File: src/rtl/game_pkg.sv
// rtl/game_pkg.sv - shared state encoding and default game constants
// Used by game_sequencer and by the ball / display blocks that read its state.
package game_pkg;

  typedef enum logic [2:0] {
    ST_IDLE   = 3'd0,
    ST_SERVE  = 3'd1,
    ST_PLAY   = 3'd2,
    ST_PAUSED = 3'd3,
    ST_POINT  = 3'd4,
    ST_OVER   = 3'd5
  } game_state_e;

  localparam int WIN_SCORE_DEF      = 5;
  localparam int SERVE_FRAMES_DEF   = 180;
  localparam int POINT_FRAMES_DEF   = 60;
  localparam int SPEEDUP_FRAMES_DEF = 600;
  localparam int MIN_SPEED_DEF      = 2;
  localparam int MAX_SPEED_DEF      = 5;

  localparam logic [1:0] WINNER_NONE = 2'b00;
  localparam logic [1:0] WINNER_P1   = 2'b01;
  localparam logic [1:0] WINNER_P2   = 2'b10;
  localparam logic [1:0] WINNER_DRAW = 2'b11;

  function automatic int width_for(input int n);
    return (n > 1) ? $clog2(n) : 1;
  endfunction

endpackage

File: src/rtl/frame_timer.sv
// rtl/frame_timer.sv - tick-gated frame counter with clear and terminal-count pulse
// Ports: clk, reset_n (async, active-low); tick (frame strobe); en (count enable);
//        clr (synchronous clear, wins over counting); last (terminal value);
//        count (current value); tc (high in the cycle the count wraps from last to 0).
module frame_timer #(
  parameter int WIDTH = 8
) (
  input  logic             clk,
  input  logic             reset_n,
  input  logic             tick,
  input  logic             en,
  input  logic             clr,
  input  logic [WIDTH-1:0] last,
  output logic [WIDTH-1:0] count,
  output logic             tc
);

  logic [WIDTH-1:0] count_q;

  assign tc    = en & tick & ~clr & (count_q == last);
  assign count = count_q;

  always_ff @(posedge clk or negedge reset_n) begin
    if (!reset_n) begin
      count_q <= '0;
    end else if (clr) begin
      count_q <= '0;
    end else if (en && tick) begin
      count_q <= tc ? '0 : count_q + WIDTH'(1);
    end
  end

endmodule

File: src/rtl/game_sequencer.sv
// rtl/game_sequencer.sv - game flow FSM: serve countdown, play, pause, points, game over
// Ports: clk, reset_n (async, active-low); refresh_tick (frame strobe);
//        start_pulse, pause_pulse, point_p1, point_p2 (one-cycle event pulses);
//        game_active, serve, score_p1, score_p2, ball_speed, countdown,
//        game_over, winner, state (all registered or decoded from registers).
module game_sequencer
  import game_pkg::*;
#(
  parameter int WIN_SCORE      = WIN_SCORE_DEF,
  parameter int SERVE_FRAMES   = SERVE_FRAMES_DEF,
  parameter int POINT_FRAMES   = POINT_FRAMES_DEF,
  parameter int SPEEDUP_FRAMES = SPEEDUP_FRAMES_DEF,
  parameter int MIN_SPEED      = MIN_SPEED_DEF,
  parameter int MAX_SPEED      = MAX_SPEED_DEF
) (
  input  logic       clk,
  input  logic       reset_n,
  input  logic       refresh_tick,
  input  logic       start_pulse,
  input  logic       pause_pulse,
  input  logic       point_p1,
  input  logic       point_p2,
  output logic       game_active,
  output logic       serve,
  output logic [3:0] score_p1,
  output logic [3:0] score_p2,
  output logic [3:0] ball_speed,
  output logic [1:0] countdown,
  output logic       game_over,
  output logic [1:0] winner,
  output logic [2:0] state
);

  localparam int PH_MAX = (SERVE_FRAMES > POINT_FRAMES) ? SERVE_FRAMES : POINT_FRAMES;
  localparam int PH_W   = width_for(PH_MAX);
  localparam int SP_W   = width_for(SPEEDUP_FRAMES);

  game_state_e state_q;
  logic        active_q, serve_q, over_q;
  logic [3:0]  score1_q, score2_q, speed_q;
  logic [1:0]  winner_q;

  logic [PH_W-1:0] phase_cnt, phase_last;
  logic [SP_W-1:0] speed_cnt;
  logic            phase_en, phase_tc, speed_en, speed_clr, speed_tc;

  // Phase timer only runs in SERVE/POINT and is held at zero elsewhere, so every
  // entry into a phase starts from zero; POINT->SERVE is covered by the wrap.
  assign phase_en   = (state_q == ST_SERVE) || (state_q == ST_POINT);
  assign phase_last = (state_q == ST_SERVE) ? PH_W'(SERVE_FRAMES - 1) : PH_W'(POINT_FRAMES - 1);

  // Speed timer persists across points; it only restarts with a new game.
  assign speed_en  = (state_q == ST_PLAY);
  assign speed_clr = (state_q == ST_IDLE) || (state_q == ST_OVER);

  frame_timer #(.WIDTH(PH_W)) u_phase_timer (
    .clk     (clk),
    .reset_n (reset_n),
    .tick    (refresh_tick),
    .en      (phase_en),
    .clr     (~phase_en),
    .last    (phase_last),
    .count   (phase_cnt),
    .tc      (phase_tc)
  );

  frame_timer #(.WIDTH(SP_W)) u_speed_timer (
    .clk     (clk),
    .reset_n (reset_n),
    .tick    (refresh_tick),
    .en      (speed_en),
    .clr     (speed_clr),
    .last    (SP_W'(SPEEDUP_FRAMES - 1)),
    .count   (speed_cnt),
    .tc      (speed_tc)
  );

  logic [3:0] new1, new2;
  logic       win1, win2;
  assign new1 = score1_q + 4'(point_p1);
  assign new2 = score2_q + 4'(point_p2);
  assign win1 = (new1 == 4'(WIN_SCORE));
  assign win2 = (new2 == 4'(WIN_SCORE));

  always_ff @(posedge clk or negedge reset_n) begin
    if (!reset_n) begin
      state_q  <= ST_IDLE;
      active_q <= 1'b0;
      serve_q  <= 1'b0;
      over_q   <= 1'b0;
      score1_q <= '0;
      score2_q <= '0;
      speed_q  <= 4'(MIN_SPEED);
      winner_q <= WINNER_NONE;
    end else begin
      serve_q <= 1'b0;
      case (state_q)
        ST_IDLE, ST_OVER: begin
          if (start_pulse) begin
            state_q  <= ST_SERVE;
            serve_q  <= 1'b1;
            over_q   <= 1'b0;
            score1_q <= '0;
            score2_q <= '0;
            speed_q  <= 4'(MIN_SPEED);
            winner_q <= WINNER_NONE;
          end
        end
        ST_SERVE: begin
          if (phase_tc) begin
            state_q  <= ST_PLAY;
            active_q <= 1'b1;
          end
        end
        ST_PLAY: begin
          if (speed_tc) begin
            speed_q <= (speed_q < 4'(MAX_SPEED)) ? speed_q + 4'd1 : 4'(MIN_SPEED);
          end
          // A point in the same cycle as pause wins; the pause is dropped.
          if (point_p1 || point_p2) begin
            score1_q <= new1;
            score2_q <= new2;
            active_q <= 1'b0;
            if (win1 || win2) begin
              state_q  <= ST_OVER;
              over_q   <= 1'b1;
              winner_q <= {win2, win1};
            end else begin
              state_q <= ST_POINT;
            end
          end else if (pause_pulse) begin
            state_q  <= ST_PAUSED;
            active_q <= 1'b0;
          end
        end
        ST_PAUSED: begin
          if (pause_pulse) begin
            state_q  <= ST_PLAY;
            active_q <= 1'b1;
          end
        end
        ST_POINT: begin
          if (phase_tc) begin
            state_q <= ST_SERVE;
            serve_q <= 1'b1;
          end
        end
        default: begin
          state_q  <= ST_IDLE;
          active_q <= 1'b0;
        end
      endcase
    end
  end

  // Serve digit: 3 - count*3/SERVE_FRAMES, decoded from the registered phase count.
  logic [31:0] cd_step;
  always_comb begin
    cd_step   = (32'(phase_cnt) * 32'd3) / 32'(SERVE_FRAMES);
    countdown = 2'b00;
    if (state_q == ST_SERVE) begin
      countdown = 2'(32'd3 - cd_step);
    end
  end

  assign game_active = active_q;
  assign serve       = serve_q;
  assign score_p1    = score1_q;
  assign score_p2    = score2_q;
  assign ball_speed  = speed_q;
  assign game_over   = over_q;
  assign winner      = winner_q;
  assign state       = state_q;

endmodule

File: config.mk
export PLATFORM = sky130hd
export DESIGN_NAME = game_sequencer
export DESIGN_NICKNAME = d
export VERILOG_FILES = /design/src/rtl/game_pkg.sv /design/src/rtl/frame_timer.sv /design/src/rtl/game_sequencer.sv
export SDC_FILE = /design/constraint.sdc
export NUM_CORES = 1
export LEC_CHECK = 0
export BUFFER_PORTS_ARGS = -buffer_cell sky130_fd_sc_hd__buf_2
export CAP_MARGIN = 25
export CORE_UTILIZATION = 30
export CTS_BUF_LIST = sky130_fd_sc_hd__clkbuf_4 sky130_fd_sc_hd__clkbuf_8
export DETAILED_ROUTE_END_ITERATION = 8
export PLACE_DENSITY = 0.54
export SLEW_MARGIN = 0
export SYNTH_ARGS = -nofsm -noshare
export SYNTH_HDL_FRONTEND = slang
export SYNTH_HIERARCHICAL = 1
export SYNTH_SLANG_ARGS = --single-unit
export TNS_END_PERCENT = 50
File: constraint.sdc
create_clock -name clk -period 5.9 [get_ports clk]
set_clock_uncertainty 0.1 [all_clocks]
set_input_delay 0.885 -clock clk [delete_from_list [all_inputs] [get_ports clk]]
set_output_delay 0.885 -clock clk [all_outputs]
set_load 0.05 [all_outputs]
* Yosys cells after proc, flatten, opt, wreduce, memory -nomap -nowiden
Cells that the tools add are included.
** Word-level totals
- Register bits :: 38
- Input bits :: 7
- Output and inout port bits :: 22
** Operators by class
- Add/sub/neg operators :: 6
- Multipliers :: 1
- Div/mod/pow operators :: 1
- $lt $le $gt $ge :: 1
- Equality and inequality tests :: 18
- Multiplexer cells :: 41
- Bitwise gates (word level) :: 8
- Reduce and logical (&&, ||, !) cells :: 16
** Operator list (count)
- $div 10x8->32 const B :: 1
- $mux 8 :: 4
- $mux 10 :: 3
- $mux 4 :: 6
- $pmux 4 s2 :: 3
- $mux 3 :: 6
- $pmux 3 s5 :: 1
- $ne 2x2->1 const B :: 6
- $add 10x1->10 const B :: 1
- $eq 10x10->1 const B :: 1
- $mul 8x2->10 const B :: 1
- $mux 1 :: 10
- $add 4x1->4 :: 2
- $add 8x1->8 const B :: 1
- $eq 4x3->1 const B :: 2
- $eq 8x8->1 :: 1
- $mux 2 :: 4
- $reduce_and 4->1 :: 2
- $and 1x1->1 :: 6
- $eq 3x2->1 const B :: 2
- $eq 3x3->1 const B :: 2
- $reduce_and 3->1 :: 2
- $reduce_and 5->1 :: 1
- $add 4x1->4 const B :: 1
- 15 further kinds :: 23

* Longest topological paths before layout
- Depth in word-level cells :: 8
- Depth in mapped cells :: 14
- Mapped depth without buffers :: 14

* By module
Netlist, hierarchy kept.
** Modules (own cells, without submodules)
- game_sequencer :: times used 1, cells each 251, area an instance 1969.4 sq um, seq. area each 501.7 sq um
- frame_timer (u_speed_timer) :: times used 1, cells each 79, area an instance 711.9 sq um, seq. area each 250.2 sq um
- frame_timer (u_phase_timer) :: times used 1, cells each 60, area an instance 563.0 sq um, seq. area each 200.2 sq um

* Least setup slack after synthesis
Ideal clock, no wire load.
- Kind :: register to output
- Start :: reg u_phase_timer.count_q[1] (netlist: u_phase_timer/count[1])
- End :: out countdown[0]
- Arrival :: 4293 ps
- Data required time :: 4915 ps
- Path slack :: 622 ps
- Cell stages (with the launch flop) :: 15
- Path buffers :: 0
- Cell sequence :: dfrtp_1 ha_1 fa_1 a211oi_1 nor2_1 nor2_1 inv_1 ha_1 o21ba_2 nor3_2 a211o_2 a32oi_2 a211o_1 a31oi_1 a311oi_1
** Between the ends
- Cells in the longest elaborated chain, start to end :: 4
** Ends and longest elaborated chain
- start, declared :: RTL line frame_timer.sv:18 : logic [WIDTH-1:0] count_q;
- start signal, assigned :: RTL line frame_timer.sv:29 : count_q <= tc ? '0 : count_q + WIDTH'(1);
- $mul 8x2->10 :: RTL line game_sequencer.sv:159 : cd_step = (32'(phase_cnt) * 32'd3) / 32'(SERVE_FRAMES);
- $div 10x8->32 :: RTL line game_sequencer.sv:159
- $sub 2x2->2 :: RTL line game_sequencer.sv:162 : countdown = 2'(32'd3 - cd_step);
- $mux 2 :: RTL line game_sequencer.sv:161 : if (state_q == ST_SERVE) begin
- end, declared :: RTL line game_sequencer.sv:28 : output logic [1:0] countdown,
Every way passes these cells.

* Final worst setup path
Ends and elaborated chain as after synthesis.

==> run summary <==
drt total wl - 7.39 mm
initial antenna violation count - 0
vias - 2928
Die Width - 106 µm
min Tclk post-route - 5190 ps
status - finished clean
CP endpoint - countdown[0]
Final Max Tran Viols - 0
Slew @ Worst Pin - 871 ps
dominant synthesized flop cell - dfrtp_1
number of diodes - 0
peak supply drop - 0.000105 V
vias per cell - 5.19
die height - 106 µm
first-pass GRT wire length - 12.4 mm
TritonCTS clock tree - done
cells on worst reg2reg path - 9
Initial DRT Pass Iterations - 4
Top Ports - 29
Hold Fails Final Rpt - 0
Max Freq - 193 MHz
Power Dens Cells - 215 nW/µm²
largest net degree at the start of global routing - 39
Rows - 37
most common cell in the netlist - nand2_1
H-tree Lvls - 2
Iteration-0 DRC Markers - 127
# DRC - 0
synth warn - 6
crit-path max cell delay - 490 ps
CP Launch Type - flop
EDFF count, synth - 0
kind of critical path - reg -> out
clk buf depth - 2
Routability Congestion - 0.776
Setup TNS Final - 0 ps
worst r2r src - state[2]$_DFFE_PN0P_
Multi-input gate area - 2200 µm²
Yosys top cell area share - 0.285
Post-CTS Setup Bufs - 0
vias in the first global route - 2666
antenna-violating nets left - 0
RR Endpoint - ball_speed[0]$_DFFE_PN0P_
full die area - 11200 µm²
Hold WS - 418 ps
Synth Instances - 390
Area growth syn-to-layout - 12.1%
hold buffer count at cts - 0
Root Driver - clkbuf_8
worst path cell trace - ha_1, fa_1, a211oi_1, o21ba_2, nor2_1, inv_1, ha_1, o21ba_2, nor3_2, o21a_1, mux2i_1, a211o_1, a31oi_1, a311oi_1, buf_2
fraction of registers with async set/reset - 1.00
Global Route Usage Sum - 0.135
hold crit path type - reg -> reg
post-synthesis cell type count - 70
Worst-Skew Late Latency - 290 ps
Avg Cell Area, Syn - 8.32 µm²
I/O Buffers - 28
final net count - 455
cts repair resizes - 0
share of cells above drive strength 1 - 0.150
setup slack, reg-to-reg - 3200 ps
crit path max fanout - 8
clock-pin slew on the worst setup and hold paths - 80 ps
crit path buf inv count - 2
Reg area - 952 µm²
max_cap viols - 0
Mapped Area - 3240 µm²
grt total ovfl - 0
synth cell count leaders - nand2_1, nor2_1, dfrtp_1, o21ai_0, a21oi_1
Initial Util - 0.311
Worst path slowest cell - dfrtp_1
Filler cells - 1101
top post-synthesis cells by area - dfrtp_1, ha_1, nand2_1
largest area contributor in the netlist - dfrtp_1
core box area - 10400 µm²
Worst Setup SP - u_phase_timer/count[1]$_DFFE_PN0P_
CP Data Required Time - 4910 ps
crit path DAT - 4200 ps
Crit path depth - 15
Seq/Total Area, Yosys - 0.293
post-DR wirelength/cell - 13.1 µm
Yosys reg bits - 38
total CTS buffers - 5
Tcrit/Tclk final - 0.879
final setup fails - 0
RSZ-0062 raised after global routing - false
Worst slew margin - 0.419
Crit path max-delay family - compound AO/OA/AOI/OAI gates
Sink Count - 38
P_leak - 1.61 nW
crit end category - primary output
hpwl dp - 5.54 mm
==> how the worst min path moves through the flow <==
| stage | cells past startpoint | startpoint | to |
|---|---|---|---|
| 3_5_place_dp | 2 | score_p1[0]$_DFFE_PN0P_ | score_p1[0]$_DFFE_PN0P_ |
| 5_1_grt | 2 | score_p2[0]$_DFFE_PN0P_ | score_p2[0]$_DFFE_PN0P_ |
| 6_report | 2 | score_p1[0]$_DFFE_PN0P_ | score_p1[0]$_DFFE_PN0P_ |
| 2_1_floorplan | 2 | u_speed_timer/count[1]$_DFFE_PN0P_ | u_speed_timer/count[1]$_DFFE_PN0P_ |
| 4_1_cts | 2 | score_p1[0]$_DFFE_PN0P_ | score_p1[0]$_DFFE_PN0P_ |
| 3_3_place_gp | 2 | score_p1[0]$_DFFE_PN0P_ | score_p1[0]$_DFFE_PN0P_ |
==> cell families after synthesis <==
kind of cell,synth area share
fa+ha+maj,0.0864
simple gates,0.263
compound gates,0.224
mux,0.0162
other cells,0.00231
flops,0.293
buf+inv,0.0455
xor+xnor,0.0698
==> registers in the layout, indices dropped and copies added, names as in the netlist <==
name	cells
game_active	1
score_p1	4
u_speed_timer/count	10
state	3
game_over	1
score_p2	4
u_phase_timer/count	8
ball_speed	4
winner	2
serve	1
==> report_power, final <==
group / internal [mW] / leakage (nW) / switching (mW)
Sequential: 0.279 / 0.521 / 0.0305
Combinational: 0.0854 / 1.04 / 0.196
Clock: 0.0990 / 0.0517 / 0.0920
==> layout make-up <==
type | count | area share
clock inverters | 1 | 0.00138
clock buffers | 7 | 0.0248
well taps | 136 | 0.0468
flip-flops and latches | 38 | 0.262
repair buffers | 30 | 0.0427
inverters | 18 | 0.0186
multi-input cells | 334 | 0.604
==> cells in the final DEF (no fill, tap or decap), types with 4 or more instances in the layout <==
cell type,Yosys,final
nand3_1,11,11
nor3_2,4,4
o22ai_1,5,5
nor2_1,40,40
o211ai_1,4,4
dfrtp_1,37,37
inv_1,17,17
nor3b_1,4,4
nand2b_1,6,6
nand4_1,8,8
conb_1,2,16
o21ai_0,25,25
a211o_1,5,5
a21oi_1,21,21
nand2_1,46,46
clkbuf_8,0,6
xnor2_1,12,12
nor3_1,8,8
a31oi_1,7,7
nor4_1,5,5
ha_1,20,20
buf_2,3,28
xor2_1,12,12
or2_2,5,5
==> routing by layer <==
metal,share of wire,wire (µm),track usage
met3,0.035,258,0.0227
met4,0.0084,62,0.0337
met1,0.48,3580,0.177
met2,0.47,3490,0.229
met5,0,0,0
==> through the flow <==
stage	util	setup WS (ps)	cell area, µm²	std cells	power (mW)
floorplan	-	622	3300	404	0.525
global placement	0.339	1130	3530	555	0.592
detailed placement	0.339	1050	3530	555	0.595
CTS	0.348	717	3630	563	0.792
global route	0.349	407	3640	564	0.833
finish	0.349	714	3640	564	0.782
==> worst register-to-register path, delay by kind of cell, from the launching register on <==
kind	cells	cell delay (ps)
and+or+nand+nor	5	860
DFF	1	480
AOI/OAI and AO/OA	1	450
buffers and inverters	2	420
muxes	1	280
Power figures use the tool's default switching activity.
